File: src/rtl/io_bus_bridge.sv
// Memory-mapped I/O bridge between the cpu byte bus, the 128 KB RAM and the UART.
// Contains a TX byte FIFO, console input, a cycle counter with snapshot reads, and stop detection.
module io_bus_bridge #(
   parameter int TX_DEPTH_LOG = 4,
   parameter int FULL_MARGIN  = 2
) (
   input  logic        clk_in,
   input  logic        rst_in,
   input  logic        rdy_in,
   input  logic [31:0] mem_a,
   input  logic        mem_wr,
   input  logic [7:0]  mem_dout,
   output logic [7:0]  mem_din,
   output logic        io_buffer_full,
   output logic [16:0] ram_a,
   output logic        ram_we,
   output logic [7:0]  ram_wdata,
   input  logic [7:0]  ram_rdata,
   output logic [7:0]  tx_data,
   output logic        tx_valid,
   input  logic        tx_ready,
   input  logic [7:0]  rx_data,
   input  logic        rx_valid,
   output logic        rx_pop,
   output logic        halted,
   output logic        tx_overflow
);

   localparam int DEPTH = 2 ** TX_DEPTH_LOG;
   localparam int CW    = TX_DEPTH_LOG + 1;
   localparam logic [CW-1:0] DEPTH_CNT  = DEPTH[CW-1:0];
   localparam logic [CW-1:0] MARGIN_CNT = FULL_MARGIN[CW-1:0];
   localparam logic [CW-1:0] CNT_ONE    = {{(CW-1){1'b0}}, 1'b1};
   localparam logic [TX_DEPTH_LOG-1:0] PTR_ONE = {{(TX_DEPTH_LOG-1){1'b0}}, 1'b1};

   localparam logic [17:0] ADDR_UART = 18'h30000;
   localparam logic [17:0] ADDR_STOP = 18'h30004;
   localparam logic [17:0] ADDR_CNT1 = 18'h30005;
   localparam logic [17:0] ADDR_CNT2 = 18'h30006;
   localparam logic [17:0] ADDR_CNT3 = 18'h30007;

   typedef enum logic [1:0] {RD_RAM, RD_IO_RX, RD_CNT} rdSel_t;

   rdSel_t                rdSel_q, rdSel_d;
   logic [7:0]            ioRdata_q, ioRdata_d;
   logic [31:0]           counter_q, counter_d;
   logic [31:0]           snapshot_q, snapshot_d;
   logic [CW-1:0]         count_q, count_d;
   logic [TX_DEPTH_LOG-1:0] wrPtr_q, wrPtr_d, rdPtr_q, rdPtr_d;
   logic                  haltedFlag_q, haltedFlag_d;
   logic                  overflow_q, overflow_d;
   logic [7:0]            fifoMem_q [DEPTH];

   logic [17:0] addr;
   logic        isIo;
   logic        ioWrite;
   logic        pushReq;
   logic        popReq;
   logic        doPush;
   logic [7:0]  pushByte;
   logic [CW-1:0] freeCnt;

   assign addr      = mem_a[17:0];
   assign isIo      = (addr[17:16] == 2'b11);
   assign ram_a     = mem_a[16:0];
   assign ram_wdata = mem_dout;
   assign ram_we    = rdy_in & mem_wr & ~isIo & ~haltedFlag_q;

   // The stop write always queues a 0x00 so the console sees a terminator.
   assign ioWrite  = rdy_in & mem_wr & isIo & ~haltedFlag_q;
   assign pushReq  = ioWrite & (((addr == ADDR_UART) & (mem_dout != 8'h00)) | (addr == ADDR_STOP));
   assign pushByte = (addr == ADDR_STOP) ? 8'h00 : mem_dout;
   assign tx_valid = (count_q != '0);
   assign tx_data  = fifoMem_q[rdPtr_q];
   assign popReq   = tx_valid & tx_ready;
   assign doPush   = pushReq & ((count_q != DEPTH_CNT) | popReq);
   assign freeCnt  = DEPTH_CNT - count_q;

   assign io_buffer_full = (freeCnt <= MARGIN_CNT);
   assign halted         = haltedFlag_q & (count_q == '0);
   assign tx_overflow    = overflow_q;
   assign rx_pop         = rdy_in & ~mem_wr & (addr == ADDR_UART) & rx_valid;
   assign mem_din        = (rdSel_q == RD_RAM) ? ram_rdata : ioRdata_q;

   always_comb begin
      rdSel_d      = rdSel_q;
      ioRdata_d    = ioRdata_q;
      counter_d    = counter_q;
      snapshot_d   = snapshot_q;
      count_d      = count_q;
      wrPtr_d      = wrPtr_q;
      rdPtr_d      = rdPtr_q;
      haltedFlag_d = haltedFlag_q;
      overflow_d   = overflow_q;

      if (popReq) rdPtr_d = rdPtr_q + PTR_ONE;
      if (doPush) wrPtr_d = wrPtr_q + PTR_ONE;
      if (doPush & ~popReq) count_d = count_q + CNT_ONE;
      else if (~doPush & popReq) count_d = count_q - CNT_ONE;
      if (pushReq & ~doPush) overflow_d = 1'b1;
      if (ioWrite & (addr == ADDR_STOP)) haltedFlag_d = 1'b1;

      if (rdy_in) begin
         counter_d = counter_q + 32'd1;
         if (!isIo) rdSel_d = RD_RAM;
         else if ((addr >= ADDR_STOP) && (addr <= ADDR_CNT3)) rdSel_d = RD_CNT;
         else rdSel_d = RD_IO_RX;

         // Byte 0 comes from the live counter; bytes 1..3 from the frozen snapshot.
         if (isIo & ~mem_wr) begin
            case (addr)
               ADDR_UART: ioRdata_d = rx_valid ? rx_data : 8'h00;
               ADDR_STOP: begin
                  snapshot_d = counter_q;
                  ioRdata_d  = counter_q[7:0];
               end
               ADDR_CNT1: ioRdata_d = snapshot_q[15:8];
               ADDR_CNT2: ioRdata_d = snapshot_q[23:16];
               ADDR_CNT3: ioRdata_d = snapshot_q[31:24];
               default:   ioRdata_d = 8'h00;
            endcase
         end
      end
   end

   always_ff @(posedge clk_in or negedge rst_in) begin
      if (!rst_in) begin
         rdSel_q      <= RD_RAM;
         ioRdata_q    <= 8'h00;
         counter_q    <= 32'd0;
         snapshot_q   <= 32'd0;
         count_q      <= '0;
         wrPtr_q      <= '0;
         rdPtr_q      <= '0;
         haltedFlag_q <= 1'b0;
         overflow_q   <= 1'b0;
      end else begin
         rdSel_q      <= rdSel_d;
         ioRdata_q    <= ioRdata_d;
         counter_q    <= counter_d;
         snapshot_q   <= snapshot_d;
         count_q      <= count_d;
         wrPtr_q      <= wrPtr_d;
         rdPtr_q      <= rdPtr_d;
         haltedFlag_q <= haltedFlag_d;
         overflow_q   <= overflow_d;
      end
   end

   always_ff @(posedge clk_in) begin
      if (doPush) fifoMem_q[wrPtr_q] <= pushByte;
   end

endmodule

File: config.mk
export PLATFORM = sky130hd
export DESIGN_NAME = io_bus_bridge
export DESIGN_NICKNAME = d
export VERILOG_FILES = /design/src/rtl/io_bus_bridge.sv
export SDC_FILE = /design/constraint.sdc
export NUM_CORES = 1
export LEC_CHECK = 0
export BUFFER_PORTS_ARGS = -buffer_cell sky130_fd_sc_hd__buf_2
export CAP_MARGIN = 30
export CORE_UTILIZATION = 52
export DETAILED_ROUTE_END_ITERATION = 7
export GPL_ROUTABILITY_DRIVEN = 0
export PLACE_DENSITY = 0.8
export RECOVER_POWER = 25
export SLEW_MARGIN = 20
export SYNTH_ARGS = -nofsm -noshare
export SYNTH_HDL_FRONTEND = slang
export SYNTH_SLANG_ARGS = --single-unit
File: constraint.sdc
create_clock -name clk_in -period 4.7 [get_ports clk_in]
set_clock_uncertainty 0.2 [all_clocks]
set_input_delay 0 -clock clk_in [delete_from_list [all_inputs] [get_ports clk_in]]
set_output_delay 0 -clock clk_in [all_outputs]
set_load 0.005 [all_outputs]
==> flow_metrics.tcl <==
set metrics [dict create \
    grt.overflow.total 0 \
    vdd_ir_drop_max_v 0.000306 \
    cpMaxStageDelayCell "dfrtp_1" \
    final-max-slew-violation-count 82 \
    io_buffers 94 \
    finalInstanceArea_um2 10900 \
    clock_path_buffers 3 \
    violations "max-capacitance violations, max-slew violations" \
    crit_path_start "count_q[0]" \
    ioPinCount 109 \
    timing.final.crit_share_pct 81.9 \
    worst_slack_ns 0.851 \
    num_vias 5531 \
    worstPathRequired_ns 4.88 \
    ys.flop_type "edfxtp_1" \
    gr-usage-all-layers_pct 22.0 \
    antenna_left 0 \
    tightest_slew_ns 1.99 \
    htree_levels 1 \
    clkSinkCount 209 \
    clk_pin_slew_ns 0.06 \
    die-area_um2 18500 \
    r2r_cells 18 \
    synth_area_um2 9320 \
    clkLatencyLatePin_ns 0.49 \
    status "complete, but fails checks" \
    area_growth_syn_to_layout_pct 17.0 \
    max_stage_delay_ns 0.44 \
    avgSynthCellArea_um2 15.8 \
    dpl_cell_area_um2 9800 \
    pre_cts_ws_ns 0.932 \
    ys_seq_area_share_pct 63.0 \
    fill_cells 1224 \
    setup_viol 0 \
    synth_edf_count 128 \
    rows 48 \
    r2r-end "count_q[4]" \
    synthArstFlopShare_pct 38.8 \
    first_pass_iters 5 \
    relSlewSlack_pct -32.4 \
    cellPowerDensity_nw_per_um2 452 \
    core_um2 17400 \
    worstPathMaxFanout 22 \
    ys_seq_elements 209 \
    drive_gt1_share_pct 27.6 \
    grt_start_max_net_pins 82 \
    grt_pass1_vias 5669 \
    hold_viol 0 \
    drtIter0Drc 409 \
    cp.arrival_ns 4.03 \
    cts_tree "yes" \
    nets 788 \
    p_leak_nw 4.30 \
    drv_cap 1 \
    hp-class "in2out" \
    path_class "reg2reg" \
    place_inst 867 \
    num_antenna_cells 0 \
    clock-root-buffer "clkbuf_16" \
    min_period_ns 3.85 \
    critical_path.endpoint "count_q[4]" \
    reg2reg_slack_ns 0.85 \
    die_x_um 136 \
    dp_hpwl_mm 12.6 \
    critPathCaptureType "flop" \
    wl_mm 19.9 \
    numCtsBuffers 22 \
    wire_per_inst_um 20.9 \
    viasPerCell 5.81 \
    synth_cell_types 50 \
    rsz0062_at_grt "no" \
    grt_pass1_wl_mm 30.8 \
    r2r_start "count_q[0]" \
    critPathLaunchType "flop" \
    cts_resized 0 \
    postCtsSetupRepairBufs 0 \
    ys_warn_count 0 \
    die_h_um 136 \
    path_cells "inv_1, ha_1, nand2b_1, nor2_1, ha_1, nor2b_1, inv_1, a21oi_1, and4_1, buf_4, ha_1, inv_1, fa_1, a21o_1, a21oi_1, xnor2_1, nor2_1, xnor2_1" \
    hold_slack_ns 0.0146 \
    finalNonFillerCells 952 \
    mappedNetlistNets 668 \
    synthCells 591 \
    drc_errors 0 \
    clock.fmax_ghz 0.260 \
    power.total_mw 4.93 \
    fin_util_pct 62.6 \
    antenna_found_initial 0 \
    start_util_pct 53.5 \
    fin_setup_tns_ns 0 \
]
[Yosys cell counts, drive strengths merged, types with 9 or more instances]
cell,n,area share [%]
edfxtp,128,41
dfrtp,81,22
mux2,42,5.1
mux4,42,10
buf,40,3.0
nor2,32,1.4
xnor2,30,2.8
nand2,27,1.1
and3,23,1.6
ha,14,1.9
nand4,13,0.94
xor2,13,1.2
a21oi,12,0.64
inv,10,0.40
nor3,9,0.73
[state kept, by name, indices dropped and copies added, names as in the netlist]
register,flops
wrPtr_q,4
fifoMem_q,128
haltedFlag_q,1
snapshot_q,24
tx_overflow,1
rdSel_q,2
rdPtr_q,4
counter_q,32
count_q,5
ioRdata_q,8
[kinds of logic after synthesis]
family,after synthesis,share of synthesized area [%]
AND/OR/NAND/NOR,147,9.21
AO/OA/AOI/OAI,35,2.63
flip-flops,209,63.0
multiplexers,84,15.2
XOR/XNOR,43,4.04
adder cells (fa/ha/maj),15,2.10
buffers and inverters,58,3.77
[power by group]
group | switching (mW) | total (mW) | internal (mW) | leakage [nW]
logic | 0.465 | 1.07 | 0.604 | 1.74
clock network | 0.653 | 1.66 | 1.00 | 0.343
registers | 0.167 | 2.20 | 2.04 | 2.22
total | 1.29 | 4.93 | 3.64 | 4.30
[how the worst min path moves through the flow]
stage	from	end	slack, ns	cells after the start
after floorplan	rst_in	count_q[0]	-0.50	0
after global placement	mem_a[14]	ram_a[14]	-0.01	2
after detailed placement	mem_a[15]	ram_a[15]	-0.01	2
after CTS	mem_a[7]	ram_a[7]	0.002	2
after global routing	mem_a[4]	ram_a[4]	0.02	2
final	mem_a[13]	ram_a[13]	0.01	2
[placed cells by master, fill, tap and decap left out, types with 13 or more instances in the layout]
| cell type | netlist | routed |
|---|---|---|
| ha_1 | 14 | 14 |
| mux2_2 | 42 | 42 |
| and3_1 | 22 | 22 |
| edfxtp_1 | 128 | 128 |
| mux4_2 | 42 | 42 |
| xor2_1 | 13 | 13 |
| clkbuf_16 | 0 | 23 |
| dfrtp_1 | 81 | 80 |
| clkbuf_1 | 8 | 33 |
| nor2_1 | 31 | 31 |
| dlygate4sd3_1 | 0 | 43 |
| buf_2 | 5 | 66 |
| nand2_1 | 27 | 27 |
| xnor2_1 | 30 | 30 |
[worst max-delay path: cells and delay by family, from the launching register on]
family | cells | cell delay [ns]
AO/OA/AOI/OAI | 3 | 0.54
buffers and inverters | 4 | 0.56
AND/OR/NAND/NOR | 5 | 0.66
adder cells (fa/ha/maj) | 4 | 1.07
flip-flops | 1 | 0.44
XOR/XNOR | 2 | 0.27
[what timing repair did]
action	4_1_cts	5_1_grt
hold endpoints to repair	139	20
endpoints found under the setup margin	0	0
hold buffers	42	1
[area by class of cell]
class / instances / area (um^2) / area share, %
inverters: 10 / 37.5 / 0.344
flip-flops and latches: 209 / 5870 / 53.9
clock buffers: 29 / 598 / 5.49
multi-input cells: 324 / 3090 / 28.4
repair buffers: 144 / 920 / 8.43
clock inverters: 11 / 100 / 0.918
well taps: 225 / 282 / 2.58
[routing by layer]
layer  vias up  GRT usage [%]  share of wire, %
met3        50           2.98               4.9
met2       194           38.6                53
met4         0           6.36               2.7
li1       2461              -                 -
met5         -              0                 0
met1      2826           28.7                39
(Power assumes the default switching activity.)
